===== src/rtl/spi_xfer_fifo_seq.sv =====
// Byte sequencer for spi_master: a TX FIFO feeds one go pulse per byte, and each received byte is pushed into an RX FIFO.
// go is registered and rises on the 2nd edge after a byte becomes sendable; only one transfer is in flight at a time.
module spi_xfer_fifo_seq #(
  parameter int DW = 8,
  parameter int AW = 2
) (
  input  logic          PCLK,
  input  logic          PRESETn,
  input  logic          en,
  input  logic          flush,
  input  logic          err_clr,
  input  logic          tx_wr,
  input  logic [DW-1:0] tx_wdata,
  input  logic          rx_rd,
  output logic [DW-1:0] rx_rdata,
  output logic          tx_full,
  output logic          tx_empty,
  output logic [AW:0]   tx_level,
  output logic          rx_full,
  output logic          rx_empty,
  output logic [AW:0]   rx_level,
  output logic          tx_ovf,
  output logic          rx_udf,
  output logic          xfer_active,
  output logic          go,
  output logic [DW-1:0] datai,
  input  logic [DW-1:0] datao,
  input  logic          busy,
  input  logic          done
);
  typedef enum logic [1:0] {ST_IDLE, ST_LOAD, ST_WAIT} state_e;

  state_e        state_q;
  logic          go_q;
  logic          discard_q;
  logic [DW-1:0] datai_q;
  logic          tx_ovf_q, tx_ovf_d;
  logic          rx_udf_q, rx_udf_d;
  logic [DW-1:0] tx_head, rx_head;
  logic          tx_push, tx_pop, rx_push, rx_pop;
  logic          tx_ovf_set, rx_udf_set, start;

  // A flush cycle swallows host accesses entirely, including their error flags.
  assign tx_push    = tx_wr & ~tx_full  & ~flush;
  assign tx_ovf_set = tx_wr &  tx_full  & ~flush;
  assign rx_pop     = rx_rd & ~rx_empty & ~flush;
  assign rx_udf_set = rx_rd &  rx_empty & ~flush;
  assign tx_pop     = (state_q == ST_LOAD) & ~tx_empty;
  assign rx_push    = (state_q == ST_WAIT) & done & ~discard_q & ~flush;
  assign start      = en & ~tx_empty & ~rx_full & ~busy & ~flush;

  spi_xfer_fifo_seq_fifo #(.DW(DW), .AW(AW)) u_tx_fifo (
    .clk   (PCLK),
    .rst_n (PRESETn),
    .flush (flush),
    .push  (tx_push),
    .pop   (tx_pop),
    .wdata (tx_wdata),
    .head  (tx_head),
    .level (tx_level),
    .full  (tx_full),
    .empty (tx_empty)
  );

  spi_xfer_fifo_seq_fifo #(.DW(DW), .AW(AW)) u_rx_fifo (
    .clk   (PCLK),
    .rst_n (PRESETn),
    .flush (flush),
    .push  (rx_push),
    .pop   (rx_pop),
    .wdata (datao),
    .head  (rx_head),
    .level (rx_level),
    .full  (rx_full),
    .empty (rx_empty)
  );

  // A same-cycle setting event wins over err_clr.
  always_comb begin
    tx_ovf_d = tx_ovf_q & ~err_clr;
    rx_udf_d = rx_udf_q & ~err_clr;
    if (tx_ovf_set) tx_ovf_d = 1'b1;
    if (rx_udf_set) rx_udf_d = 1'b1;
  end

  always_ff @(posedge PCLK or negedge PRESETn) begin
    if (!PRESETn) begin
      tx_ovf_q <= 1'b0;
      rx_udf_q <= 1'b0;
    end else begin
      tx_ovf_q <= tx_ovf_d;
      rx_udf_q <= rx_udf_d;
    end
  end

  // discard_q marks a transfer whose received byte must be dropped because a flush hit it in flight.
  always_ff @(posedge PCLK or negedge PRESETn) begin
    if (!PRESETn) begin
      state_q   <= ST_IDLE;
      go_q      <= 1'b0;
      datai_q   <= '0;
      discard_q <= 1'b0;
    end else begin
      case (state_q)
        ST_IDLE: begin
          go_q      <= 1'b0;
          discard_q <= 1'b0;
          if (start) state_q <= ST_LOAD;
        end
        ST_LOAD: begin
          datai_q   <= tx_head;
          go_q      <= 1'b1;
          discard_q <= flush;
          state_q   <= ST_WAIT;
        end
        ST_WAIT: begin
          go_q <= 1'b0;
          if (done) begin
            state_q   <= ST_IDLE;
            discard_q <= 1'b0;
          end else if (flush) begin
            discard_q <= 1'b1;
          end
        end
        default: begin
          state_q   <= ST_IDLE;
          go_q      <= 1'b0;
          discard_q <= 1'b0;
        end
      endcase
    end
  end

  assign go          = go_q;
  assign datai       = datai_q;
  assign xfer_active = (state_q != ST_IDLE);
  assign tx_ovf      = tx_ovf_q;
  assign rx_udf      = rx_udf_q;
  assign rx_rdata    = rx_empty ? '0 : rx_head;

endmodule

// Circular FIFO with a show-ahead head. Push and pop arrive pre-qualified by the parent module.
// A flush resets the pointers and the level on the next edge and takes priority over push and pop.
module spi_xfer_fifo_seq_fifo #(
  parameter int DW = 8,
  parameter int AW = 2
) (
  input  logic          clk,
  input  logic          rst_n,
  input  logic          flush,
  input  logic          push,
  input  logic          pop,
  input  logic [DW-1:0] wdata,
  output logic [DW-1:0] head,
  output logic [AW:0]   level,
  output logic          full,
  output logic          empty
);
  localparam int DEPTH = 1 << AW;

  logic [DW-1:0] mem_q [DEPTH];
  logic [DW-1:0] mem_d [DEPTH];
  logic [AW-1:0] wr_ptr_q, wr_ptr_d;
  logic [AW-1:0] rd_ptr_q, rd_ptr_d;
  logic [AW:0]   level_q, level_d;

  always_comb begin
    mem_d    = mem_q;
    wr_ptr_d = wr_ptr_q;
    rd_ptr_d = rd_ptr_q;
    level_d  = level_q;
    if (flush) begin
      wr_ptr_d = '0;
      rd_ptr_d = '0;
      level_d  = '0;
    end else begin
      if (push) begin
        mem_d[wr_ptr_q] = wdata;
        wr_ptr_d        = wr_ptr_q + 1'b1;
      end
      if (pop) rd_ptr_d = rd_ptr_q + 1'b1;
      case ({push, pop})
        2'b10:   level_d = level_q + 1'b1;
        2'b01:   level_d = level_q - 1'b1;
        default: level_d = level_q;
      endcase
    end
  end

  always_ff @(posedge clk or negedge rst_n) begin
    if (!rst_n) begin
      for (int i = 0; i < DEPTH; i++) mem_q[i] <= '0;
      wr_ptr_q <= '0;
      rd_ptr_q <= '0;
      level_q  <= '0;
    end else begin
      mem_q    <= mem_d;
      wr_ptr_q <= wr_ptr_d;
      rd_ptr_q <= rd_ptr_d;
      level_q  <= level_d;
    end
  end

  assign head  = mem_q[rd_ptr_q];
  assign level = level_q;
  assign full  = (level_q == (AW+1)'(DEPTH));
  assign empty = (level_q == '0);

endmodule

===== config.mk =====
export PLATFORM = sky130hd
export DESIGN_NAME = spi_xfer_fifo_seq
export DESIGN_NICKNAME = d
export VERILOG_FILES = /design/src/rtl/spi_xfer_fifo_seq.sv
export SDC_FILE = /design/constraint.sdc
export NUM_CORES = 1
export LEC_CHECK = 0
export ABC_CLOCK_PERIOD_IN_PS = 2900
export CAP_MARGIN = 30
export CORE_ASPECT_RATIO = 1.5
export CORE_MARGIN = 2
export CORE_UTILIZATION = 31
export CTS_BUF_LIST = sky130_fd_sc_hd__clkbuf_8
export DETAILED_ROUTE_END_ITERATION = 6
export GPL_TIMING_DRIVEN = 0
export PLACE_DENSITY = 0.52
export SLEW_MARGIN = 20
export SYNTH_ARGS = -nofsm -noshare
export SYNTH_HDL_FRONTEND = slang
export SYNTH_SLANG_ARGS = --single-unit

===== constraint.sdc =====
create_clock -name PCLK -period 2.9 [get_ports PCLK]
set_input_delay 0.29 -clock PCLK [delete_from_list [all_inputs] [get_ports PCLK]]
set_output_delay 0.29 -clock PCLK [all_outputs]
set_load 0.01 [all_outputs]

==> impl_metrics.csv, run 1 <==
group,metric,value,unit
outcome,status,"finished clean",
drt,wl,9740,um
synth,synth_top_family_by_area,"multiplexers",
place,gp_congestion,0.771,
critical_path,cp.required,2.61,ns
synth,synth_edf_count,0,
drt,routedWlPerCell,16.3,um
die,coreArea,14500,sq um
timing,hold_viol,0,
synth,synthMuxAreaShare,26.5,%
critical_path,r2r_cells,8,
synth,synthDistinctLibCells,54,
drt,via_per_inst,4.74,
synth,synth_top_area_share,50.5,%
clock_network,root_buffer,"clkbuf_8",
clock_network,cts_made_buffers,9,
drt,antenna_left,0,
timing,clock.fmax,389,MHz
drt,drc,0,
global_route,grt_max_degree,60,
cells_and_area,fin_nets,435,
timing,fin_crit_sh,88.8,%
timing,final_max_slew_viol_count,0,
synth,syn_inst,330,
pwr,comb_power_share,38.4,%
min_path,whs_endpoint,"rx_udf",
drt,via_count,2832,
synth,synthXorXnorAreaFrac,1.34,%
clock_network,cts_setup_buffers,0,
min_path,min_delay_path_depth,3,
timing,fin_ws,0.326,ns
synth,synth-seq-cells,92,
global_route,grt_pass1_vias,3024,
clock_network,cts.repair.resized,0,
global_route,grt_pass1_wl,16000,um
cells_and_area,drive_gt1_share,30.4,%
synth,synth_flop_cell,"dfrtp_1",
timing,grt_setup_unrepaired,"false",
pwr,p_switching,1.37,mW
timing,relSlewSlack,49.0,%
die,rows,54,
pwr,p_seq_share,43.6,%
global_route,grt_antenna_before_repair,0,
critical_path,cpPeakStageDelay,0.49,ns
clock_network,clock_latency,0.36,ns
place,pre_cts_ws,0.256,ns
cells_and_area,antenna_cells,0,
cells_and_area,final_cell_mix,"dfrtp_1 (92), mux2_2 (64), clkdlybuf4s50_1 (52)",
clock_network,cts.sinks,92,
critical_path,crit_fanout,10,
place,io_buffers,53,
critical_path,cp-end-kind,"primary output",
synth,synth-compound-area-share,5.07,%
clock_network,hold_buffers,1,
pwr,p_sw_share,31.5,%
synth,synthTopCellsByArea,"dfrtp_1 (50%), mux2_2 (16%), mux4_2 (7.9%)",
clock_network,clockBufferDepth,2,
pwr,p_leak,2.41,nW
timing,period_needed,2.57,ns
timing,tightest_slew,0.761,ns
cells_and_area,utilization,38.3,%
min_path,min_from,"rx_rd",
global_route,grt_usage,13.3,%
synth,syn-num-nets,369,
synth,synth-simple-area-share,9.05,%
pwr,clkPwrFrac,18.0,%
die,io_pins,55,
place,hpwl,6690,um
cells_and_area,fill_cells,1427,
timing,setup_tns,0,ns
critical_path,path_cells,"or3_1 -> clkbuf_1 -> and2_1 -> clkdlybuf4s50_1",
cells_and_area,stdcell_count,597,
die,die_w,103,um
pwr,ir_drop,332,uV
min_path,hold_path_class,"input pin to flop",
place,placedCellCount,580,
synth,yosysWarningCount,0,
synth,synth.yosys.seq_area_share,50.5,%
drt,dr.pass1.iters,4,
critical_path,arrival,2.28,ns
drt,drt_iter0_markers,37,
critical_path,r2r_slack,0.45,ns
timing,hold_slack,0.352,ns
pwr,pwr_density_cell,786,nW/um^2
synth,synth_fa_ha_area_share,4.17,%
pwr,p_int,2.99,mW
critical_path,r2r-start,"state_q[0]",
critical_path,cpMaxStageDelayCell,"dfrtp_1",
global_route,grt-ovfl-total,0,
die,die-height,153,um
critical_path,critPathTopFamily,"buffers and inverters",
synth,avgSynthCellArea,13.8,sq um
clock_network,cts_tree,"done",
synth,yosysTopAreaCell,"dfrtp_1",
die,die_area,15700,sq um
critical_path,critPathKind,"flop to primary output",
timing,setup_viol,0,
critical_path,critPathLaunchType,"flop",
critical_path,crit_buf_inv,2,
critical_path,rr_endpoint,"u_rx_fifo.level[2]",
die,initial_utilization,31.6,%
cells_and_area,final_common_cell,"dfrtp_1",
synth,async_reset_ff_share,100,%
timing,finClkSkew,0.00645,ns
clock_network,path_clk_slew,0.09,ns
clock_network,htreeDepth,3,
synth,syn-cell-area,4560,sq um
run,drv_cap,0,
cells_and_area,syn_to_final_growth,21.5,%
layer usage:
metal | vias up | track usage [%] | share of wire, %
met5 | - | 0 | 0
met4 | 0 | 4.82 | 1.6
met3 | 12 | 2.66 | 3.4
met2 | 49 | 24.0 | 54
met1 | 1442 | 15.2 | 41
li1 | 1329 | - | -
logic make-up after synthesis:
kind of cell,count (synthesis)
buffers and inverters,31
multiplexers,89
AND/OR/NAND/NOR,63
AO/OA/AOI/OAI,34
flip-flops,92
XOR/XNOR,7
adder cells (fa/ha/maj),14
flip-flops by register name (all words and copies together), names as in the netlist:
name                count
u_tx_fifo.mem_q        32
u_rx_fifo.level         3
datai                   8
state_q                 2
u_rx_fifo.wr_ptr_q      2
u_tx_fifo.level         3
rx_udf                  1
go                      1
discard_q               1
u_tx_fifo.wr_ptr_q      2
u_rx_fifo.rd_ptr_q      2
tx_ovf                  1
u_tx_fifo.rd_ptr_q      2
u_rx_fifo.mem_q        32
through the flow:
stage	area [sq um]	total power, mW
detailed placement	5370	3.63
global placement	5340	3.57
global route	5540	4.68
floorplan	4560	2.95
CTS	5540	4.44
finish	5540	4.36
synth_stat cells (3+ instances only):
| master | instances |
|---|---|
| buf_6 | 3 |
| nor2b_1 | 5 |
| nand2b_1 | 4 |
| a21oi_1 | 7 |
| buf_1 | 3 |
| ha_1 | 12 |
| nand2_1 | 5 |
| nand3_1 | 5 |
| mux4_2 | 16 |
| or3b_2 | 3 |
| mux2_4 | 8 |
| and2_1 | 9 |
| inv_1 | 14 |
| a221oi_1 | 4 |
| nand3b_1 | 3 |
| o21ai_0 | 6 |
| nand3_2 | 3 |
| dfrtp_1 | 92 |
| xor2_1 | 6 |
| or2_2 | 3 |
| nor2_1 | 7 |
| clkbuf_1 | 8 |
| mux2_2 | 64 |
layout make-up:
cell class	instances	area [sq um]	share of cell area [%]
flip-flops and latches	92	2300	41.5
well taps	196	245	4.42
multi-input cells	207	2110	38.0
clock inverters	7	43.8	0.790
clock buffers	9	124	2.23
inverters	14	52.6	0.948
repair buffers	55	569	10.3
plain buffers	17	100	1.81
worst max path at each step:
stage,startpoint,to,cells past startpoint
2_1_floorplan,state_q[0],u_rx_fifo.level[2],8
3_3_place_gp,PRESETn,u_tx_fifo.level[2],1
3_5_place_dp,flush,u_rx_fifo.level[2],7
4_1_cts,u_rx_fifo.level[1],rx_rdata[2],4
5_1_grt,u_rx_fifo.level[1],rx_rdata[4],4
6_report,u_rx_fifo.level[1],rx_rdata[2],4
worst reg2reg max path, stage by stage, from the launching register on:
cell,delay [ns]
dfrtp_1,0.41
inv_1,0.11
ha_1,0.26
nand3b_2,0.24
nor3b_1,0.23
fa_1,0.44
and4b_1,0.21
a221oi_1,0.31
nor4_1,0.10
power by group through the flow:
stage	Clock (mW)	Sequential (mW)	Combinational (mW)
CTS	0.831	1.90	1.70
floorplan	0	1.90	1.05
global placement	0	1.91	1.66
global route	0.887	1.96	1.83
detailed placement	0	1.93	1.70
finish	0.786	1.90	1.67
(Power assumes the default switching activity.)
==> inputs of run 2 (changes only) <==
--- a/config.mk
+++ b/config.mk
@@ -12,6 +12,7 @@
 export CORE_UTILIZATION = 31
 export CTS_BUF_LIST = sky130_fd_sc_hd__clkbuf_8
 export DETAILED_ROUTE_END_ITERATION = 6
+export GPL_ROUTABILITY_DRIVEN = 0
 export GPL_TIMING_DRIVEN = 0
 export PLACE_DENSITY = 0.52
 export SLEW_MARGIN = 20
==> results of run 2 <==
Final layout, timing and power as in run 1 (identical DEF).
